--- src/rtl/fieldious_io_pkg.sv ---
// Shared types for the fieldious narrow I/O path: slice width, fetch ratio and
// the disaggregator FSM encoding. Also consumed by aggregator.
package fieldious_io_pkg;

  localparam int unsigned DSIZE       = 11;
  localparam int unsigned FETCH_WIDTH = 2;

  typedef logic [DSIZE-1:0] slice_t;

  typedef enum logic [0:0] {
    EMPTY,
    STREAM
  } disagg_state_e;

endpackage

--- src/rtl/result_disaggregator.sv ---
// Wide-to-narrow serializer: pops FETCH_WIDTH*DATA_WIDTH words from a show-ahead
// FIFO and pushes them LSB slice first into a narrow FIFO at one slice per cycle.
module result_disaggregator
  import fieldious_io_pkg::*;
#(
  parameter int unsigned DATA_WIDTH  = 11,
  parameter int unsigned FETCH_WIDTH = 2,
  parameter int unsigned COUNT_WIDTH = 16
) (
  input  logic                             clk,
  input  logic                             wrst_n,
  input  logic [FETCH_WIDTH*DATA_WIDTH-1:0] sender_data,
  input  logic                             sender_empty_n,
  output logic                             sender_deq,
  output logic [DATA_WIDTH-1:0]            receiver_data,
  input  logic                             receiver_full_n,
  output logic                             receiver_enq,
  output logic                             receiver_last,
  output logic                             busy,
  output logic [COUNT_WIDTH-1:0]           word_count
);

  localparam int unsigned WordWidth = FETCH_WIDTH * DATA_WIDTH;
  localparam int unsigned IdxWidth  = (FETCH_WIDTH > 1) ? $clog2(FETCH_WIDTH) : 1;
  localparam logic [IdxWidth-1:0] LastIdx = IdxWidth'(FETCH_WIDTH - 1);

  disagg_state_e          r_state, w_state_d;
  logic [WordWidth-1:0]   r_sreg, w_sreg_d;
  logic [IdxWidth-1:0]    r_idx, w_idx_d;
  logic [COUNT_WIDTH-1:0] r_count, w_count_d;

  logic w_last;
  logic w_enq;
  logic w_done;
  logic w_deq;

  always_comb begin
    w_last = (r_state == STREAM) && (r_idx == LastIdx);
    w_enq  = wrst_n && (r_state == STREAM) && receiver_full_n;
    w_done = w_enq && w_last;
    // Refill in the same cycle the last slice leaves, so words stream with no bubble.
    w_deq  = wrst_n && sender_empty_n && ((r_state == EMPTY) || w_done);
  end

  always_comb begin
    w_state_d = r_state;
    w_sreg_d  = r_sreg;
    w_idx_d   = r_idx;
    w_count_d = r_count;

    if (w_deq) begin
      w_state_d = STREAM;
      w_sreg_d  = sender_data;
      w_idx_d   = '0;
    end else if (w_done) begin
      w_state_d = EMPTY;
    end else if (w_enq) begin
      w_sreg_d = r_sreg >> DATA_WIDTH;
      w_idx_d  = r_idx + IdxWidth'(1);
    end

    if (w_done) begin
      w_count_d = r_count + COUNT_WIDTH'(1);
    end
  end

  always_ff @(posedge clk) begin
    if (!wrst_n) begin
      r_state <= EMPTY;
      r_sreg  <= '0;
      r_idx   <= '0;
      r_count <= '0;
    end else begin
      r_state <= w_state_d;
      r_sreg  <= w_sreg_d;
      r_idx   <= w_idx_d;
      r_count <= w_count_d;
    end
  end

  assign sender_deq    = w_deq;
  assign receiver_enq  = w_enq;
  assign receiver_last = w_last;
  assign receiver_data = r_sreg[DATA_WIDTH-1:0];
  assign busy          = (r_state == STREAM);
  assign word_count    = r_count;

endmodule
--- config.mk ---
export PLATFORM = sky130hd
export DESIGN_NAME = result_disaggregator
export DESIGN_NICKNAME = d
export VERILOG_FILES = /design/src/rtl/fieldious_io_pkg.sv /design/src/rtl/result_disaggregator.sv
export SDC_FILE = /design/constraint.sdc
export NUM_CORES = 1
export LEC_CHECK = 0
export CAP_MARGIN = 15
export CORE_MARGIN = 5
export CORE_UTILIZATION = 45
export DETAILED_ROUTE_END_ITERATION = 10
export MAX_ROUTING_LAYER = met4
export PLACE_DENSITY = 0.78
export SLEW_MARGIN = 20
export SYNTH_ARGS = -nofsm -noshare
export SYNTH_HDL_FRONTEND = slang
export SYNTH_SLANG_ARGS = --single-unit
--- constraint.sdc ---
create_clock -name clk -period 1.7 [get_ports clk]
set_input_delay 0.17 -clock clk [delete_from_list [all_inputs] [get_ports clk]]
set_output_delay 0.17 -clock clk [all_outputs]
set_load 0.05 [all_outputs]
=== Word-level counts from Yosys, hierarchy flattened ===
Cells that the tools add are included.

* Register bits after elaboration: 40
* Latch bits: 0
* Memory bits (writable): 0
* Memory bits (read-only): 0
* Bits of input ports: 26
* Output and inout bits: 31
* Logic and storage cells: 27
* Memories kept: 0

* Add/subtract/negate cells: 2
* Multipliers: 0
* Divide/modulo/power cells: 0
* $lt $le $gt $ge: 0
* Equal/unequal tests: 1
* Shifts and indexed selects: 0
* Multiplexer cells: 5
* Bitwise gates (word level): 3
* Reductions and logical operators: 12

{| class="wikitable"
|+ Operators with widths
! operator !! count
|-
| 22-bit two-way mux || 3
|-
| 16-bit by 1-bit adder with 16-bit output (second input constant) || 1
|-
| 1-bit logical AND || 6
|-
| 2-bit AND reduction || 2
|-
| 2-bit nonzero test || 2
|-
| 1-bit NOT || 3
|-
| 1-bit two-way mux || 2
|-
| 2-bit inequality test (second input constant) || 1
|-
| 2-bit OR reduction || 1
|-
| 1-bit adder (second input constant) || 1
|-
| 1-bit logical OR || 1
|}

=== Depth between registers and ports, before layout ===
* Depth in word-level cells: 7
* Depth in mapped cells: 6
* Mapped depth without buffers: 5

=== Worst setup path after synthesis ===
OpenSTA, ideal clock, no wires.

* Path kind: flip-flop to flip-flop
* From: reg r_state, in the netlist busy
* To: reg r_sreg[8]
* Setup time: 74 ps
* Data arrival time: 1957 ps
* Required time: 1626 ps
* Setup slack: -331 ps
* Cell stages (with the launch flop): 7
* Buffers on the path: 2
* Clock period less this slack: 2031 ps
* Cells stage by stage: dfxtp_1 -> buf_2 -> and3_1 -> nor2b_1 -> buf_2 -> nand2_1 -> a31oi_1

* Word-level cells in the longest chain between the ends: 7
* Elaborated cells between the ends (all ways): 11
* Classes of those cells: eq/ne (1); mux (1); bitwise (1); reduce/logical (8)

{| class="wikitable"
|+ RTL lines
! element !! line !! text
|-
| start, declared || result_disaggregator.sv:27 || <nowiki>disagg_state_e r_state, w_state_d;</nowiki>
|-
| start signal, assigned || result_disaggregator.sv:74 || <nowiki>r_state <= w_state_d;</nowiki>
|-
| 1-bit logical AND * (2 in series) || result_disaggregator.sv:39 || <nowiki>w_enq = wrst_n && (r_state == STREAM) && receiver_full_n;</nowiki>
|-
| net receiver_enq || result_disaggregator.sv:17 || <nowiki>output logic receiver_enq,</nowiki>
|-
| 1-bit logical AND || result_disaggregator.sv:40 || <nowiki>w_done = w_enq && w_last;</nowiki>
|-
| 1-bit logical OR || result_disaggregator.sv:42 || <nowiki>w_deq = wrst_n && sender_empty_n && ((r_state == EMPTY) || w_done);</nowiki>
|-
| 1-bit logical AND || result_disaggregator.sv:42 ||
|-
| 2-bit inequality test (no source line) or 2-bit nonzero test (tied branches) || n/a ||
|-
| 2-bit AND reduction (no source line) || n/a ||
|-
| end signal, assigned || result_disaggregator.sv:75 || <nowiki>r_sreg <= w_sreg_d;</nowiki>
|-
| end, declared || result_disaggregator.sv:28 || <nowiki>logic [WordWidth-1:0] r_sreg, w_sreg_d;</nowiki>
|}

The timed path passes the listed nets; every way through them passes the cells marked *.
A chain may end at the register's enable or synchronous reset.

=== Worst setup path after layout ===
* From: reg r_count[5], in the netlist word_count[5]
* To: out word_count[5]

{| class="wikitable"
|+ RTL lines
! element !! line !! text
|-
| start, declared || result_disaggregator.sv:30 || <nowiki>logic [COUNT_WIDTH-1:0] r_count, w_count_d;</nowiki>
|-
| start signal, assigned || result_disaggregator.sv:77 || <nowiki>r_count <= w_count_d;</nowiki>
|-
| end, declared || result_disaggregator.sv:20 || <nowiki>output logic [COUNT_WIDTH-1:0] word_count</nowiki>
|}

No word-level cell between the ends.

==> flow_summary.ini <==
[place]
dp_cells = 304
hpwl_um = 3200
placed_area_mm2 = 0.00245
port_buffers = 56
routabilityCongestion = 0.761

[setup_path]
worst-r2r-setup-slack_ns = 0.11
worst-path-max-fanout = 5
slowest_stage = clkdlybuf4s50_1
path_delay_family = buffers and inverters
path_class = register to output pin
start_kind = register
required_ns = 1.53
critPathMaxStageDelay_ns = 0.82
crit_path_end_kind = output pin
critical_path_buf_inv_count = 1
cp_cell_sequence = clkdlybuf4s50_1
arrival_ns = 1.47

[clock_network]
cts.path.max_buffers = 2
cts_tree = yes
clk_latency_ns = 0.29
cts_sinks = 40
cts_made_buffers = 5
root_buffer = clkbuf_8
cts_hold_buf = 0
path_clk_slew_ns = 0.07
h-tree-depth = 2

[layout]
n_fill_cell = 305
final_util_pct = 70.7
fin_area_mm2 = 0.00263
fin_nets = 293
final_cells = 315
antennaDiodeCount = 0
drive_gt1_share_pct = 22.1
syn_to_final_growth_pct = 49.5

[power_and_ir_drop]
combPwrFrac_pct = 17.2
p_per_area_mw_per_mm2 = 775
power.total_mw = 2.04
power.leakage_nw = 1.04
internal_power_mw = 1.51
p_clk_share_pct = 34.3
p_seq_share_pct = 48.5
ir_worst_vdd_mv = 0.409
p_switching_mw = 0.531
swShare_pct = 26.1

[sta]
finalCritPeriodShare_pct = 96.6
relSlewSlack_pct = 62.7
rsz0062_at_grt = no
finalCriticalPeriod_ns = 1.64
finalClockSkew_ns = 0.00604
finalHoldViolCount = 0
worst_pin_slew_ns = 0.558
slew_violations = 0
max_freq_ghz = 0.609
setup_viol = 0

[global_route]
antenna_found_initial = 0
grt_pass1_wl_um = 7450
grt_max_degree = 17
use_met1_pct = 24.2
grt-ovfl-total = 0
met2_usage_pct = 28.5
grt_pass1_vias = 1551
grt_use_total_pct = 19.2
grt.met3_usage_pct = 6.09
grt.busiest_layer = met2

[floorplan]
fp.dieH_um = 72.5
rows = 22
pin_count = 57
die_w_um = 72.5
start_util_pct = 47.3
core_mm2 = 0.00372
dieArea_mm2 = 0.00525

[routing]
via_per_inst = 5.35
dr_total_vias = 1684
drtPass1Iterations = 4
drt_drc_violations_left = 0
routed_wl_um = 4640
drtIter0Drc = 126
final_antenna_net_count = 0
wl_per_cell_um = 14.7

[logic_synthesis]
synth_top_area_share_pct = 45.6
yosysWarnings = 0
synth_cells = 204
avgSynthCellArea_um2 = 8.61
ys_ff_latch = 40
seq_area_frac_synth_pct = 45.6
synth_most_common_cell = dfxtp_1
synth_top_flop_cell = dfxtp_1
synth_common_cells = dfxtp_1, nand2_1, nor2_1, o21ai_0
syn_nets = 231
synth.distinct_cells = 33
netlist_top_cells_area = dfxtp_1, nand2_1, a22o_1, buf_4, o21ai_0
synthArstFlopShare_pct = 0
synth_edf_count = 0
synth_top_area_cell = dfxtp_1
synth.cell_area_mm2 = 0.00176

[flow_run]
maxCapViolCount = 0

[hold_path]
min-delay-path-class = input pin to register

[status]
outcome = complete, no violations
[per-layer routing]
metal | up-vias | wire [µm]
met3 | 10 | 329
met2 | 66 | 2220
li1 | 830 | -
met5 | - | 0
met1 | 778 | 2030
met4 | 0 | 62
[path summary, 6_finish.rpt]
| kind | depth (start not counted) | startpoint | to |
|---|---|---|---|
| worst min-delay path | 5 | receiver_full_n | busy |
| worst max-delay path | 1 | word_count[5] | word_count[5] |
| worst max register to register | 4 | word_count[1] | word_count[13] |
| worst min register to register | 2 | r_sreg[8] | r_sreg[8] |
[flip-flops by register name, indices dropped and copies added, names as in the netlist]
name	flops
word_count	16
busy	1
r_sreg	22
r_idx	1
[placed cells by master, fill, tap and decap left out, types with 5 or more instances in the layout]
| master | synthesis | routed |
|---|---|---|
| nand2_1 | 27 | 27 |
| buf_4 | 11 | 25 |
| dfxtp_1 | 40 | 27 |
| a22o_1 | 11 | 11 |
| nor2_1 | 15 | 15 |
| dfxtp_4 | 0 | 9 |
| nand4_1 | 6 | 6 |
| o21ai_0 | 13 | 13 |
| clkdlybuf4s50_1 | 0 | 43 |
| xor2_1 | 6 | 6 |
| clkbuf_8 | 0 | 5 |
| nand3_1 | 10 | 10 |
| a31oi_1 | 9 | 9 |
| a21oi_1 | 6 | 5 |
[power groups by stage]
stage | logic [mW] | registers (mW) | clock network [mW]
floorplan | 0.200 | 1.01 | 0
global placement | 0.328 | 1.01 | 0
detailed placement | 0.333 | 1.01 | 0
CTS | 0.350 | 0.987 | 0.714
global route | 0.374 | 0.993 | 0.762
finish | 0.349 | 0.988 | 0.699
[area by class of cell]
type	count	area, µm²	area share (%)
flip-flops and latches	40	840	32.0
multi-input cells	138	822	31.3
repair buffers	78	791	30.1
clock buffers	7	97.6	3.72
well taps	48	60.1	2.29
inverters	3	11.3	0.429
clock inverters	1	5.00	0.191
[stage by stage]
step / hold WS (ns) / TNS, ns / worst slack, ns
after global placement: 0.456 / -1.15 / -0.179
after detailed placement: 0.461 / -1.92 / -0.210
after CTS: 0.468 / 0 / 0.00623
final: 0.400 / 0 / 0.0578
after global routing: 0.433 / 0 / 0.00386
after floorplan: 0.286 / 0 / 0.00322
[cell families after synthesis]
kind of cell               count (synthesis)  share of synthesized area (%)
and+or+nand+nor                           80                           22.4
adders and majority gates                  1                          0.712
buffers and inverters                     26                           8.26
DFF                                       40                           45.6
xor gates and xnor gates                  10                           4.99
muxes                                      3                           1.71
AOI/OAI and AO/OA                         44                           16.3
[what timing repair did]
item | 4_1_cts | 5_1_grt
gates cloned | 1 | 0
endpoints found under the setup margin | 1 | 5
setup buffers | 1 | 1
resized for setup | 5 | 5
pin swaps | 0 | 2
Power figures use the tool's default switching activity.
